==> src/rtl/rc_filter_pkg.sv <==
// rc_filter_pkg: shared FSM state type and coefficient/saturation helpers for the RC filter bank.
package rc_filter_pkg;

    typedef enum logic [1:0] {IDLE, MUL, ACC, DONE} state_t;

    // Q16 smoothing factor RC/(RC+DT); DT is 2^32/fs so the C scaling of 2^35 leaves RC in the same 2^32 units after >>3.
    function automatic int alpha_q16(input longint r, input longint c_35_shifted, input longint sample_rate);
        longint dt, rc;
        dt = (longint'(1) << 32) / sample_rate;
        rc = (r * c_35_shifted) >>> 3;
        return int'((rc << 16) / (rc + dt));
    endfunction

    function automatic logic signed [63:0] saturate(input logic signed [63:0] value, input int width);
        logic signed [63:0] hi, lo;
        hi = (64'sd1 <<< (width - 1)) - 64'sd1;
        lo = -hi - 64'sd1;
        return value > hi ? hi : (value < lo ? lo : value);
    endfunction

endpackage

==> src/rtl/rc_filter_datapath.sv <==
// rc_filter_datapath: one-channel RC filter arithmetic with a registered multiply stage.
//   clk, reset_n : clock and asynchronous active-low reset
//   load         : capture coef*d into product
//   x, x_prev    : current and previous input sample of the channel
//   y_prev       : previous output sample of the channel
//   coef         : Q16 coefficient (ALPHA for high-pass, BETA for low-pass)
//   product      : registered signed product
//   y            : saturated new output derived from product
module rc_filter_datapath
    import rc_filter_pkg::*;
#(
    parameter int WIDTH    = 16,
    parameter int LOW_PASS = 0
) (
    input  logic                    clk,
    input  logic                    reset_n,
    input  logic                    load,
    input  logic signed [WIDTH-1:0] x,
    input  logic signed [WIDTH-1:0] x_prev,
    input  logic signed [WIDTH-1:0] y_prev,
    input  logic signed [16:0]      coef,
    output logic signed [WIDTH+18:0] product,
    output logic signed [WIDTH-1:0] y
);

    logic signed [WIDTH+1:0] d;
    logic signed [WIDTH+2:0] scaled;
    logic signed [WIDTH+3:0] sum;

    assign d = LOW_PASS != 0 ? (WIDTH+2)'(x) - (WIDTH+2)'(y_prev)
                             : (WIDTH+2)'(y_prev) + (WIDTH+2)'(x) - (WIDTH+2)'(x_prev);

    always_ff @(posedge clk or negedge reset_n) begin
        if (!reset_n)
            product <= '0;
        else if (load)
            product <= (WIDTH+19)'(coef) * (WIDTH+19)'(d);
    end

    // Dropping the low 16 bits of a two's complement value is an arithmetic >>>16 (floor).
    assign scaled = product[WIDTH+18:16];
    assign sum    = LOW_PASS != 0 ? (WIDTH+4)'(scaled) + (WIDTH+4)'(y_prev) : (WIDTH+4)'(scaled);
    assign y      = WIDTH'(saturate(64'(sum), WIDTH));

endmodule

==> src/rtl/resistor_capacitor_filter_bank.sv <==
// resistor_capacitor_filter_bank: N-channel first-order RC filter sharing one multiplier.
//   clk          : system clock
//   reset_n      : asynchronous active-low reset
//   audio_clk_en : one-cycle sample strobe
//   in           : CHANNELS signed samples, channel k at [k*WIDTH +: WIDTH]
//   out          : filtered samples, same packing as in
//   out_valid    : one-cycle pulse after all channels are updated
//   overrun      : sticky flag, strobe seen while busy
module resistor_capacitor_filter_bank
    import rc_filter_pkg::*;
#(
    parameter int CLOCK_RATE   = 50000000,
    parameter int SAMPLE_RATE  = 48000,
    parameter int WIDTH        = 16,
    parameter int CHANNELS     = 2,
    parameter int R            = 47000,
    parameter int C_35_SHIFTED = 113387,
    parameter int LOW_PASS     = 0
) (
    input  logic                      clk,
    input  logic                      reset_n,
    input  logic                      audio_clk_en,
    input  logic [CHANNELS*WIDTH-1:0] in,
    output logic [CHANNELS*WIDTH-1:0] out,
    output logic                      out_valid,
    output logic                      overrun
);

    localparam int ALPHA = alpha_q16(R, C_35_SHIFTED, SAMPLE_RATE);
    localparam int BETA  = 65536 - ALPHA;
    localparam logic signed [16:0] COEF = 17'(LOW_PASS != 0 ? BETA : ALPHA);
    localparam int CW = CHANNELS > 1 ? $clog2(CHANNELS) : 1;

    if (CLOCK_RATE / SAMPLE_RATE < 2 * CHANNELS + 2) begin : g_rate_check
        $error("sample period too short for %0d channels", CHANNELS);
    end
    if (CHANNELS < 1) begin : g_channel_check
        $error("CHANNELS must be at least 1");
    end
    if (WIDTH < 4) begin : g_width_check
        $error("WIDTH must be at least 4");
    end

    state_t state, state_next;
    logic [CW-1:0] ch;
    logic last;
    logic [CHANNELS*WIDTH-1:0] x_cur;
    logic signed [WIDTH-1:0] x_prev [CHANNELS];
    logic signed [WIDTH-1:0] y_prev [CHANNELS];
    logic signed [WIDTH-1:0] x_ch, y;
    logic signed [WIDTH+18:0] product;

    assign last = ch == CW'(CHANNELS - 1);
    assign x_ch = x_cur[ch*WIDTH +: WIDTH];

    rc_filter_datapath #(.WIDTH(WIDTH), .LOW_PASS(LOW_PASS)) u_datapath (
        .clk(clk),
        .reset_n(reset_n),
        .load(state == MUL),
        .x(x_ch),
        .x_prev(x_prev[ch]),
        .y_prev(y_prev[ch]),
        .coef(COEF),
        .product(product),
        .y(y)
    );

    always_ff @(posedge clk or negedge reset_n) begin
        if (!reset_n)
            state <= IDLE;
        else
            state <= state_next;
    end

    always_comb begin
        state_next = state;
        unique case (state)
            IDLE: state_next = audio_clk_en ? MUL : IDLE;
            MUL:  state_next = ACC;
            ACC:  state_next = last ? DONE : MUL;
            DONE: state_next = IDLE;
        endcase
    end

    always_ff @(posedge clk or negedge reset_n) begin
        if (!reset_n) begin
            ch        <= '0;
            x_cur     <= '0;
            out       <= '0;
            out_valid <= 1'b0;
            overrun   <= 1'b0;
            for (int k = 0; k < CHANNELS; k++) begin
                x_prev[k] <= '0;
                y_prev[k] <= '0;
            end
        end else begin
            // Registered so the pulse lands one cycle after DONE, closing the busy window at 2*CHANNELS+2.
            out_valid <= state == DONE;
            if (audio_clk_en && state != IDLE)
                overrun <= 1'b1;
            if (audio_clk_en && state == IDLE) begin
                x_cur <= in;
                ch    <= '0;
            end
            if (state == ACC) begin
                y_prev[ch]             <= y;
                x_prev[ch]             <= x_ch;
                out[ch*WIDTH +: WIDTH] <= y;
                if (!last)
                    ch <= ch + CW'(1);
            end
        end
    end

endmodule

==> config.mk <==
export PLATFORM = sky130hd
export DESIGN_NAME = resistor_capacitor_filter_bank
export DESIGN_NICKNAME = d
export VERILOG_FILES = /design/src/rtl/rc_filter_pkg.sv /design/src/rtl/rc_filter_datapath.sv /design/src/rtl/resistor_capacitor_filter_bank.sv
export SDC_FILE = /design/constraint.sdc
export NUM_CORES = 1
export LEC_CHECK = 0
export CORE_MARGIN = 5
export CORE_UTILIZATION = 55
export CTS_BUF_LIST = sky130_fd_sc_hd__clkbuf_8
export CTS_CLUSTER_SIZE = 28
export DETAILED_ROUTE_END_ITERATION = 10
export PLACE_DENSITY = 0.74
export SLEW_MARGIN = 20
export SYNTH_ARGS = -nofsm -noshare
export SYNTH_HDL_FRONTEND = slang
export SYNTH_SLANG_ARGS = --single-unit
==> constraint.sdc <==
create_clock -name clk -period 13.7 [get_ports clk]
set_input_delay 2.74 -clock clk [delete_from_list [all_inputs] [get_ports clk]]
set_output_delay 2.74 -clock clk [all_outputs]
set_load 0.05 [all_outputs]
==> out/metrics.cfg <==
[cts]
htree_num_levels = 4
clock_latency_ps = 450
path_clk_slew_ps = 100
cts_tree = yes
clkSinkCount = 152
cts_hold_buf = 0
clk_path_buf_depth = 2
cts_root_buf = clkbuf_8
cts.repair.resized = 0
postCtsSetupBuffers = 0
numCtsBuffers = 17

[floorplanning]
die_area_um2 = 30490
start_util = 0.5562
die_w_um = 174.6
ios = 69
rows = 60
coreArea_um2 = 26800
die_y_um = 174.6

[timing]
tightest_slew_ps = 1066
post-route-period-util = 0.7657
hold_violations = 0
fmax_mhz = 95.33
drv_slew = 0
fin_tns_setup_ps = 0
period_minus_slack_ps = 10490
slew_headroom = 0.2888
fin_skew_ps = 24.66
setup_violations = 0
rsz0062_at_grt = false

[synth]
netlist_instances = 1511
synth_ff_type = dfrtp_1
yosysWarnings = 0
ys_seq_elements = 152
syn_nets = 1876
syn-cell-area_um2 = 14910
synth.avg_cell_area_um2 = 9.865
async_flop_share = 1.000
synth_top_area_cell = dfrtp_1
yosysUniqueCellTypes = 63
synth_area_leaders = dfrtp_1, fa_1, ha_1
ys_seq_area_frac = 0.2552
synth_top_area_share = 0.2552
synth_edf_count = 0

[critical_path]
setup.worst_path.class = reg -> reg
cp_data_arrival_time_ps = 10860
critPathMostFrequentCell = fa_1
cp_max_fo = 40
crit_path_end_kind = register
max_stage_delay_ps = 820
critPathLaunchType = register
cp.required_ps = 14070
crit_path_top_delay_cell = a311oi_1

[detailed_routing]
viasPerCell = 5.378
vias = 10330
drc = 0
ant_nets = 0
dr.pass1.iters = 5
routed_wirelength_um = 33750
drtIter0Drc = 708
avgRoutedWirePerCell_um = 17.57

[run]
drv_cap = 0

[worst_hold_path]
hold_class = reg -> reg

[cells_and_area]
multi_input_area_um2 = 9829
synthToLayoutAreaGrowth_pct = 9.703
num_antenna_cells = 0
fillers = 2196
nets = 1932
drive_gt1_frac = 0.08354
register_area_um2 = 3805

[global_routing]
grt_remaining_overflow = 0
grt_pass1_vias = 10990
grt_start_max_net_pins = 92
grt_use_total = 0.2295
antenna_found_initial = 0
grt_pass1_wl_um = 56260

[outcome]
status = complete, no violations

[placement]
io_buffers = 68
dpl.hpwl_um = 27240
place.gp.congestion = 0.9507

registers in the layout, indices dropped and copies added, names as in the netlist:
name and count:
ch 1, out 32, out_valid 1, overrun 1
state 2, u_datapath.product 19, x_cur 32, x_prev 32
y_prev 32
path summary, 6_finish.rpt:
| path | slack [ps] | endpoint | from | cells past startpoint |
|---|---|---|---|---|
| worst max-delay path | 3210 | u_datapath.product[34] | ch | 30 |
| worst min-delay path | 470 | overrun | overrun | 1 |
| worst max register to register | 3210 | u_datapath.product[34] | ch | 30 |
| worst min register to register | 470 | overrun | overrun | 1 |
| max in group asynchronous | 10000 | ch | reset_n | 2 |
| min in group asynchronous | 2350 | x_cur[20] | reset_n | 1 |
critical path: cells and delay by family (launching register included):
| family | cells | cell delay, ps |
|---|---|---|
| xor+xnor | 2 | 580 |
| flops | 1 | 540 |
| buf+inv | 6 | 1240 |
| fa+ha+maj | 9 | 4310 |
| compound gates | 9 | 2640 |
| mux | 1 | 420 |
| simple gates | 3 | 650 |
cell families after synthesis:
family / Yosys count / share of synthesized area
adders and majority gates: 330 / 0.3682
and+or+nand+nor: 349 / 0.1017
AOI/OAI and AO/OA: 174 / 0.08059
buffers and inverters: 347 / 0.08738
xor gates and xnor gates: 78 / 0.04785
DFF: 152 / 0.2552
muxes: 81 / 0.05918
per-stage QoR:
stage	hold slack [ps]	util	instances	instance area [µm²]	setup slack [ps]
3_5_place_dp	451.3	0.5960	1889	15970	3267
6_report	474.3	0.6101	1921	16350	3210
4_1_cts	479.2	0.6097	1921	16340	3229
3_3_place_gp	451.0	0.5960	1889	15970	3447
5_1_grt	484.7	0.6101	1921	16350	2893
2_1_floorplan	440.2	-	1511	14910	3930
Yosys cell counts (2+ instances only):
master	n
nand2b_1	8
and2_1	5
o21ai_0	30
xor2_1	25
or4b_1	2
nor4b_1	2
nand3_1	10
a31oi_1	3
buf_1	4
inv_1	300
a211oi_1	4
o21bai_1	5
o21a_1	7
clkbuf_1	42
a221oi_1	2
nand4_1	3
nor3_1	8
nor4_1	2
dfrtp_1	152
nor2_1	22
nor3b_1	5
nand2_1	252
mux2i_1	24
a221o_1	2
a21oi_1	41
or3_1	4
o211ai_1	38
and4_1	3
and3_1	10
mux2_2	57
nor2b_1	3
o311ai_0	2
or2_2	5
fa_1	181
a2111oi_0	2
ha_1	149
xnor2_1	49
a21o_1	21
xnor2_2	3
cells in the final DEF, fill, tap and decap left out, drive strengths merged, types with 16 or more instances in the layout:
cell / n
xor2: 26
inv: 311
nand2: 252
fa: 181
o21ai: 31
xnor2: 52
buf: 16
a21o: 21
nor2: 22
a21oi: 43
ha: 149
clkdlybuf4s50: 67
clkbuf: 17
mux2i: 24
dfrtp: 152
mux2: 57
o211ai: 38
routing by layer:
metal / part of all wire / routed length (µm) / track usage / vias up
met5: 0 / 0 / 0 / -
met2: 0.48 / 16030 / 0.3712 / 296
li1: - / - / - / 4905
met3: 0.064 / 2145 / 0.05517 / 45
met1: 0.44 / 14790 / 0.3157 / 5085
met4: 0.023 / 777 / 0.05728 / 0
final cells by class:
cell class	count	share of cell area
Multi-Input combinational cell	1012	0.6011
Clock inverter	15	0.008111
Inverter	301	0.06909
Clock buffer	17	0.01431
Tap cell	341	0.02609
Timing Repair Buffer	83	0.04859
Sequential cell	152	0.2327
Power is not shown: default switching activity piles up to over one toggle a cycle in this logic, so the estimate is an artifact.
